==> config.mk <==
export PLATFORM = sky130hd
export DESIGN_NAME = uart_io_ctrl
export DESIGN_NICKNAME = d
export VERILOG_FILES = /design/src/rtl/uart_io_pkg.sv /design/src/rtl/uart_io_fifo.sv /design/src/rtl/uart_io_ctrl.sv
export SDC_FILE = /design/constraint.sdc
export NUM_CORES = 1
export LEC_CHECK = 0
export BUFFER_PORTS_ARGS = -buffer_cell sky130_fd_sc_hd__buf_2
export CORE_MARGIN = 5
export CORE_UTILIZATION = 30
export DETAILED_ROUTE_END_ITERATION = 6
export GPL_TIMING_DRIVEN = 1
export PLACE_DENSITY_LB_ADDON = 0.05
export SYNTH_ARGS = -nofsm -noshare
export SYNTH_HDL_FRONTEND = slang
export SYNTH_HIERARCHICAL = 1
export SYNTH_SLANG_ARGS = --single-unit
==> constraint.sdc <==
create_clock -name Clock -period 2.62 [get_ports Clock]
set_input_delay 0.524 -clock Clock [delete_from_list [all_inputs] [get_ports Clock]]
set_output_delay 0.524 -clock Clock [all_outputs]
set_load 0.02 [all_outputs]
==> src/rtl/uart_io_pkg.sv <==
// Shared constants and types for the UART memory-mapped IO controller.
// Optional loopback build: define UART_IO_LOOPBACK_EN.
package uart_io_pkg;

    localparam logic [3:0] IO_TX_RDY  = 4'h0;
    localparam logic [3:0] IO_RX_VLD  = 4'h4;
    localparam logic [3:0] IO_STATUS  = 4'h8;
    localparam logic [3:0] IO_RX_DATA = 4'hC;

    localparam int ST_TX_OVF = 0;
    localparam int ST_RX_OVR = 1;
    localparam int ST_TX_CNT = 2;
    localparam int ST_RX_CNT = 8;

    typedef enum logic {
        TX_IDLE,
        TX_SEND
    } tx_state_t;

    function automatic logic [31:0] status_word(
        input logic [7:0] rx_cnt,
        input logic [5:0] tx_cnt,
        input logic       rx_ovr,
        input logic       tx_ovf
    );
        logic [31:0] w;
        w = '0;
        w[ST_RX_CNT +: 8] = rx_cnt;
        w[ST_TX_CNT +: 6] = tx_cnt;
        w[ST_RX_OVR]      = rx_ovr;
        w[ST_TX_OVF]      = tx_ovf;
        return w;
    endfunction

endpackage

==> src/rtl/uart_io_fifo.sv <==
// Synchronous FIFO with occupancy count and combinational head.
// Callers never push into a full FIFO unless popping in the same cycle.
module uart_io_fifo #(
    parameter int DEPTH = 8,
    parameter int WIDTH = 8
) (
    input  logic                     clk,
    input  logic                     rst_n,
    input  logic                     push,
    input  logic                     pop,
    input  logic [WIDTH-1:0]         din,
    output logic [WIDTH-1:0]         head,
    output logic                     full,
    output logic                     empty,
    output logic [$clog2(DEPTH):0]   count
);

    localparam int AW = $clog2(DEPTH);

    logic [WIDTH-1:0] mem [DEPTH];
    logic [AW-1:0]    wr_ptr;
    logic [AW-1:0]    rd_ptr;

    always_ff @(posedge clk or negedge rst_n) begin
        if (!rst_n) begin
            wr_ptr <= '0;
            rd_ptr <= '0;
            count  <= '0;
        end else begin
            if (push) wr_ptr <= wr_ptr + 1'b1;
            if (pop)  rd_ptr <= rd_ptr + 1'b1;
            case ({push, pop})
                2'b10:   count <= count + 1'b1;
                2'b01:   count <= count - 1'b1;
                default: count <= count;
            endcase
        end
    end

    always_ff @(posedge clk) begin
        if (push) mem[wr_ptr] <= din;
    end

    assign head  = mem[rd_ptr];
    assign full  = (count == (AW + 1)'(DEPTH));
    assign empty = (count == '0);

endmodule

==> src/rtl/uart_io_ctrl.sv <==
// CPU IO window to UART bridge with TX/RX FIFOs and sticky error flags.
// Define UART_IO_LOOPBACK_EN to route the TX drain into the RX FIFO.
module uart_io_ctrl
    import uart_io_pkg::*;
#(
    parameter int TX_DEPTH = 8,
    parameter int RX_DEPTH = 8
) (
    input  logic        Clock,
    input  logic        Reset_n,
    input  logic        IoWrEn,
    input  logic [7:0]  IoWrData,
    input  logic        IoRdEn,
    input  logic [3:0]  IoAddr,
    output logic [31:0] IoRdData,
    output logic [7:0]  TxDataIn,
    output logic        TxDataInValid,
    input  logic        TxDataInReady,
    input  logic [7:0]  RxDataOut,
    input  logic        RxDataOutValid,
    output logic        RxDataOutReady
);

    localparam int TCW = $clog2(TX_DEPTH) + 1;
    localparam int RCW = $clog2(RX_DEPTH) + 1;

    tx_state_t        tx_state;
    tx_state_t        tx_state_n;
    logic [7:0]       tx_data;
    logic             tx_push;
    logic             tx_pop;
    logic             tx_done;
    logic [7:0]       tx_head;
    logic             tx_full;
    logic             tx_empty;
    logic [TCW-1:0]   tx_count;
    logic             tx_ovf;
    logic             tx_ovf_set;

    logic             rx_push;
    logic             rx_pop;
    logic [7:0]       rx_din;
    logic [7:0]       rx_head;
    logic             rx_full;
    logic             rx_empty;
    logic [RCW-1:0]   rx_count;
    logic             rx_ovr;
    logic             rx_ovr_set;

    logic             rd_status;

    uart_io_fifo #(.DEPTH(TX_DEPTH), .WIDTH(8)) u_tx_fifo (
        .clk   (Clock),
        .rst_n (Reset_n),
        .push  (tx_push),
        .pop   (tx_pop),
        .din   (IoWrData),
        .head  (tx_head),
        .full  (tx_full),
        .empty (tx_empty),
        .count (tx_count)
    );

    uart_io_fifo #(.DEPTH(RX_DEPTH), .WIDTH(8)) u_rx_fifo (
        .clk   (Clock),
        .rst_n (Reset_n),
        .push  (rx_push),
        .pop   (rx_pop),
        .din   (rx_din),
        .head  (rx_head),
        .full  (rx_full),
        .empty (rx_empty),
        .count (rx_count)
    );

`ifdef UART_IO_LOOPBACK_EN
    logic unused_uart;
    assign unused_uart    = ^{RxDataOut, RxDataOutValid, TxDataInReady};
    assign tx_done        = !rx_full;
    assign rx_push        = (tx_state == TX_SEND) && !rx_full;
    assign rx_din         = tx_data;
    assign rx_ovr_set     = 1'b0;
    assign RxDataOutReady = 1'b0;
    assign TxDataInValid  = 1'b0;
`else
    assign tx_done        = TxDataInReady;
    assign rx_push        = RxDataOutValid && !rx_full;
    assign rx_din         = RxDataOut;
    assign rx_ovr_set     = RxDataOutValid && rx_full;
    assign RxDataOutReady = !rx_full;
    assign TxDataInValid  = (tx_state == TX_SEND);
`endif

    // A pop by the drain FSM frees a slot for a same-cycle store.
    assign tx_push    = IoWrEn && (!tx_full || tx_pop);
    assign tx_ovf_set = IoWrEn && tx_full && !tx_pop;
    assign rd_status  = IoRdEn && (IoAddr == IO_STATUS);
    assign rx_pop     = IoRdEn && (IoAddr == IO_RX_DATA) && !rx_empty;
    assign TxDataIn   = tx_data;

    always_comb begin
        tx_state_n = tx_state;
        tx_pop     = 1'b0;
        unique case (tx_state)
            TX_IDLE: begin
                if (!tx_empty) begin
                    tx_pop     = 1'b1;
                    tx_state_n = TX_SEND;
                end
            end
            TX_SEND: begin
                if (tx_done) begin
                    if (!tx_empty) tx_pop = 1'b1;
                    else           tx_state_n = TX_IDLE;
                end
            end
            default: tx_state_n = TX_IDLE;
        endcase
    end

    always_ff @(posedge Clock or negedge Reset_n) begin
        if (!Reset_n) begin
            tx_state <= TX_IDLE;
            tx_data  <= '0;
        end else begin
            tx_state <= tx_state_n;
            if (tx_pop) tx_data <= tx_head;
        end
    end

    // Setting a flag takes priority over clearing it by a status read.
    always_ff @(posedge Clock or negedge Reset_n) begin
        if (!Reset_n) begin
            tx_ovf <= 1'b0;
            rx_ovr <= 1'b0;
        end else begin
            tx_ovf <= tx_ovf_set || (tx_ovf && !rd_status);
            rx_ovr <= rx_ovr_set || (rx_ovr && !rd_status);
        end
    end

    always_comb begin
        IoRdData = '0;
        unique case (1'b1)
            (IoAddr == IO_TX_RDY):  IoRdData = {31'b0, !tx_full};
            (IoAddr == IO_RX_VLD):  IoRdData = {31'b0, !rx_empty};
            (IoAddr == IO_STATUS):  IoRdData = status_word(8'(rx_count),
                                                           6'(tx_count),
                                                           rx_ovr, tx_ovf);
            (IoAddr == IO_RX_DATA): IoRdData = rx_empty ? 32'b0
                                                        : {24'b0, rx_head};
            default:                IoRdData = '0;
        endcase
    end

endmodule

==> flow_summary.toml <==
[timing]
setup-violations-final = 8
clock.fmax_mhz = 360
slew_violations = 0
relSlewSlack_pct = 40.4
rsz0062_at_grt = "true"
fin_crit_sh_pct = 106
fin_hold_ws_ns = 0.232
worst_pin_slew_ns = 0.893
finalWorstSetupSlack_ns = -0.161
fin_crit_ns = 2.78
finalClockSkew_ns = 0.00843
hold_viol_final = 0

[routing]
first_iter_violations = 99
post_drt_wl_per_cell_um = 18.8
num_vias = 3496
drc = 0
routed_wl_mm = 14.4
ant_nets = 0
firstDrtPassIters = 4
via_per_inst = 4.55

[floorplanning]
initial_core_util_pct = 30.3
design.portCount = 68
rows = 55
die_h_um = 161
coreArea_sq_um = 22500
die_x_um = 161
dieArea_sq_um = 25900

[worst_setup_path]
crit_chain = "mux4_2, mux2_4, nand2b_4, a221oi_2, nor3_1, buf_2"
cp-end-kind = "output pin"
r2r_slack_ns = 0.20
setup.worst_path.class = "reg2out"
critical_path_required_ns = 2.10
critPathMaxStageDelay_ns = 0.52
start_kind = "register"
cp_slowest_cell = "mux4_2"
arrival_ns = 2.26
crit_fanout = 4

[clock_tree]
cts_tree = "yes"
cts_sinks = 159
htreeDepth = 4
cts_buffer_depth = 2
numCtsBuffers = 17
root_buffer = "clkbuf_16"
clock_latency_ns = 0.41
cts_hold_buf = 0
clkTransAtPathRegs_ns = 0.07

[power_and_ir_drop]
power.share.clock_pct = 27.9
power_frac_comb_pct = 29.9
power.internal_mw = 6.02
swShare_pct = 30.6
leakagePower_nw = 3.10
vdd_drop_max_uv = 430
switchingPower_mw = 2.66
seqPwrFrac_pct = 42.2
p_per_area_nw_per_um2 = 1050
report.power.total_mw = 8.68

[hold_path]
min_path_type = "in2async"

[placed_design]
pre_cts_ws_ns = 0.0829
gp_congestion = 0.738
io_buffers = 47
dp.cells = 733
dpl.hpwl_mm = 9.79

[run]
max-cap-violations = 0

[layout]
layout_commonest_cell = "edfxtp_1"
post_route_cells_drive_above_1_share_pct = 37.1
multi_input_area_sq_um = 2020
nNetsFinal = 506
area_growth_pct = 20.6
stdcell_count = 769
layout_common_cells = "edfxtp_1, buf_4, buf_2"
fillers = 2103
ff_latch_area_sq_um = 4620

[grt]
grt_pass1_wl_mm = 22.0
antenna_found_initial = 2
grt_max_degree = 32
overflow = 0
grt_pass1_vias = 3719
grtUsageTotal_pct = 11.4

[logic_synthesis]
synth_area_sq_um = 6830
ys_ff_latch = 159
synth-edff-count = 128
synth_top_area_share_pct = 56.3
synth_mux_area_share_pct = 17.1
synthArstFlopShare_pct = 19.5
netlist_instances = 367
ys.warnings.count = 6
ys_seq_area_share_pct = 67.7
yosys-top-cells-area = "edfxtp_1, dfrtp_1, mux4_1, mux2_2, buf_4"
synth_adder_area_share_pct = 1.83
synth-simple-area-share_pct = 5.26
synth_top_family_by_area = "multiplexers"
ys_types = 39
ys.flop_type = "edfxtp_1"
synth_top_area_cell = "edfxtp_1"
syn_area_per_cell_sq_um = 18.6
synth-compound-area-share_pct = 1.76
synth-xor-area-share_pct = 2.31

[run_status]
violations = "setup timing"
outcome = "complete, but fails checks"
-- stage by stage --
step	utilization (%)	setup TNS [ns]	area [sq um]
floorplan	-	0	6900
global placement	33.7	0	7590
detailed placement	33.7	0	7590
CTS	36.5	-1.34	8220
global route	36.6	-1.71	8230
finish	36.6	-0.919	8230
-- routing by layer --
layer / share of wire, % / global-route usage [%] / wire (um) / vias up
met4: 1.0 / 3.02 / 148 / 2
met5: 0.049 / 0 / 7 / -
met3: 4.7 / 3.31 / 684 / 10
met1: 48 / 15.5 / 6870 / 1799
li1: - / - / - / 1615
met2: 47 / 18.1 / 6710 / 70
-- worst max-delay path, delay by kind of cell, from the launching register on --
family / cells / cell delay (ns)
buf+inv: 1 / 0.16
compound gates: 1 / 0.23
mux: 2 / 0.81
simple gates: 2 / 0.21
flops: 1 / 0.43
-- cell usage after synthesis, types with 3 or more instances --
cell type  number
xor2_1         12
and2_1          6
dfrtp_1        31
mux2_2         30
nor2b_1         5
a22o_1          6
nor3_1          6
buf_6           3
mux4_2          3
buf_4          20
xnor2_1         6
clkbuf_1        5
nand2b_1       10
edfxtp_1      128
nor2_1         15
nand2_1        10
inv_1           3
mux4_1         29
buf_2           3
ha_1           10
a21oi_1         3
-- timing repair --
action	4_1_cts	5_1_grt
setup endpoints to repair	8	11
gates resized for setup	12	10
buffers inserted	3	0
pin swaps	1	1
-- kinds of logic after synthesis --
family / Yosys count
AND/OR/NAND/NOR: 64
adder cells (fa/ha/maj): 10
other: 1
multiplexers: 62
AO/OA/AOI/OAI: 16
buffers and inverters: 37
XOR/XNOR: 18
flip-flops: 159
-- power groups by stage --
stage / Combinational (mW) / Clock, mW / Sequential, mW
after floorplan: 1.75 / 0 / 3.63
after global placement: 2.53 / 0 / 3.69
after detailed placement: 2.54 / 0 / 3.70
after CTS: 2.64 / 2.49 / 3.66
after global routing: 2.84 / 2.59 / 3.73
final: 2.60 / 2.42 / 3.66
-- final timing paths --
kind | depth (start not counted) | to | from
max | 6 | IoRdData[0] | u_rx_fifo/rd_ptr[0]
max in group asynchronous | 1 | u_rx_fifo/rd_ptr[0] | Reset_n
max reg2reg | 9 | u_rx_fifo/count[3] | u_rx_fifo/count[0]
min reg2reg | 1 | u_rx_fifo/wr_ptr[2] | u_rx_fifo/wr_ptr[2]
min in group Clock | 2 | rx_ovr | RxDataOutValid
min | 1 | u_rx_fifo/count[3] | Reset_n
-- flip-flops by register name (all words and copies together) (netlist names) --
register	count
u_rx_fifo/mem	64
u_tx_fifo/mem	64
TxDataIn	8
u_rx_fifo/count	4
u_tx_fifo/count	4
u_rx_fifo/rd_ptr	3
u_rx_fifo/wr_ptr	3
u_tx_fifo/rd_ptr	3
u_tx_fifo/wr_ptr	3
TxDataInValid	1
rx_ovr	1
tx_ovf	1
-- area by class of cell --
| cell class | count | share of cell area [%] |
|---|---|---|
| sequential | 159 | 56.1 |
| multi-input combinational | 190 | 24.6 |
| timing repair buffer | 98 | 7.69 |
| clock buffer | 17 | 5.17 |
| tap | 285 | 4.33 |
| clock inverter | 15 | 1.90 |
| inverter | 4 | 0.182 |
| antenna | 1 | 0.0304 |
Note: power is estimated with default switching activity, not from simulation.
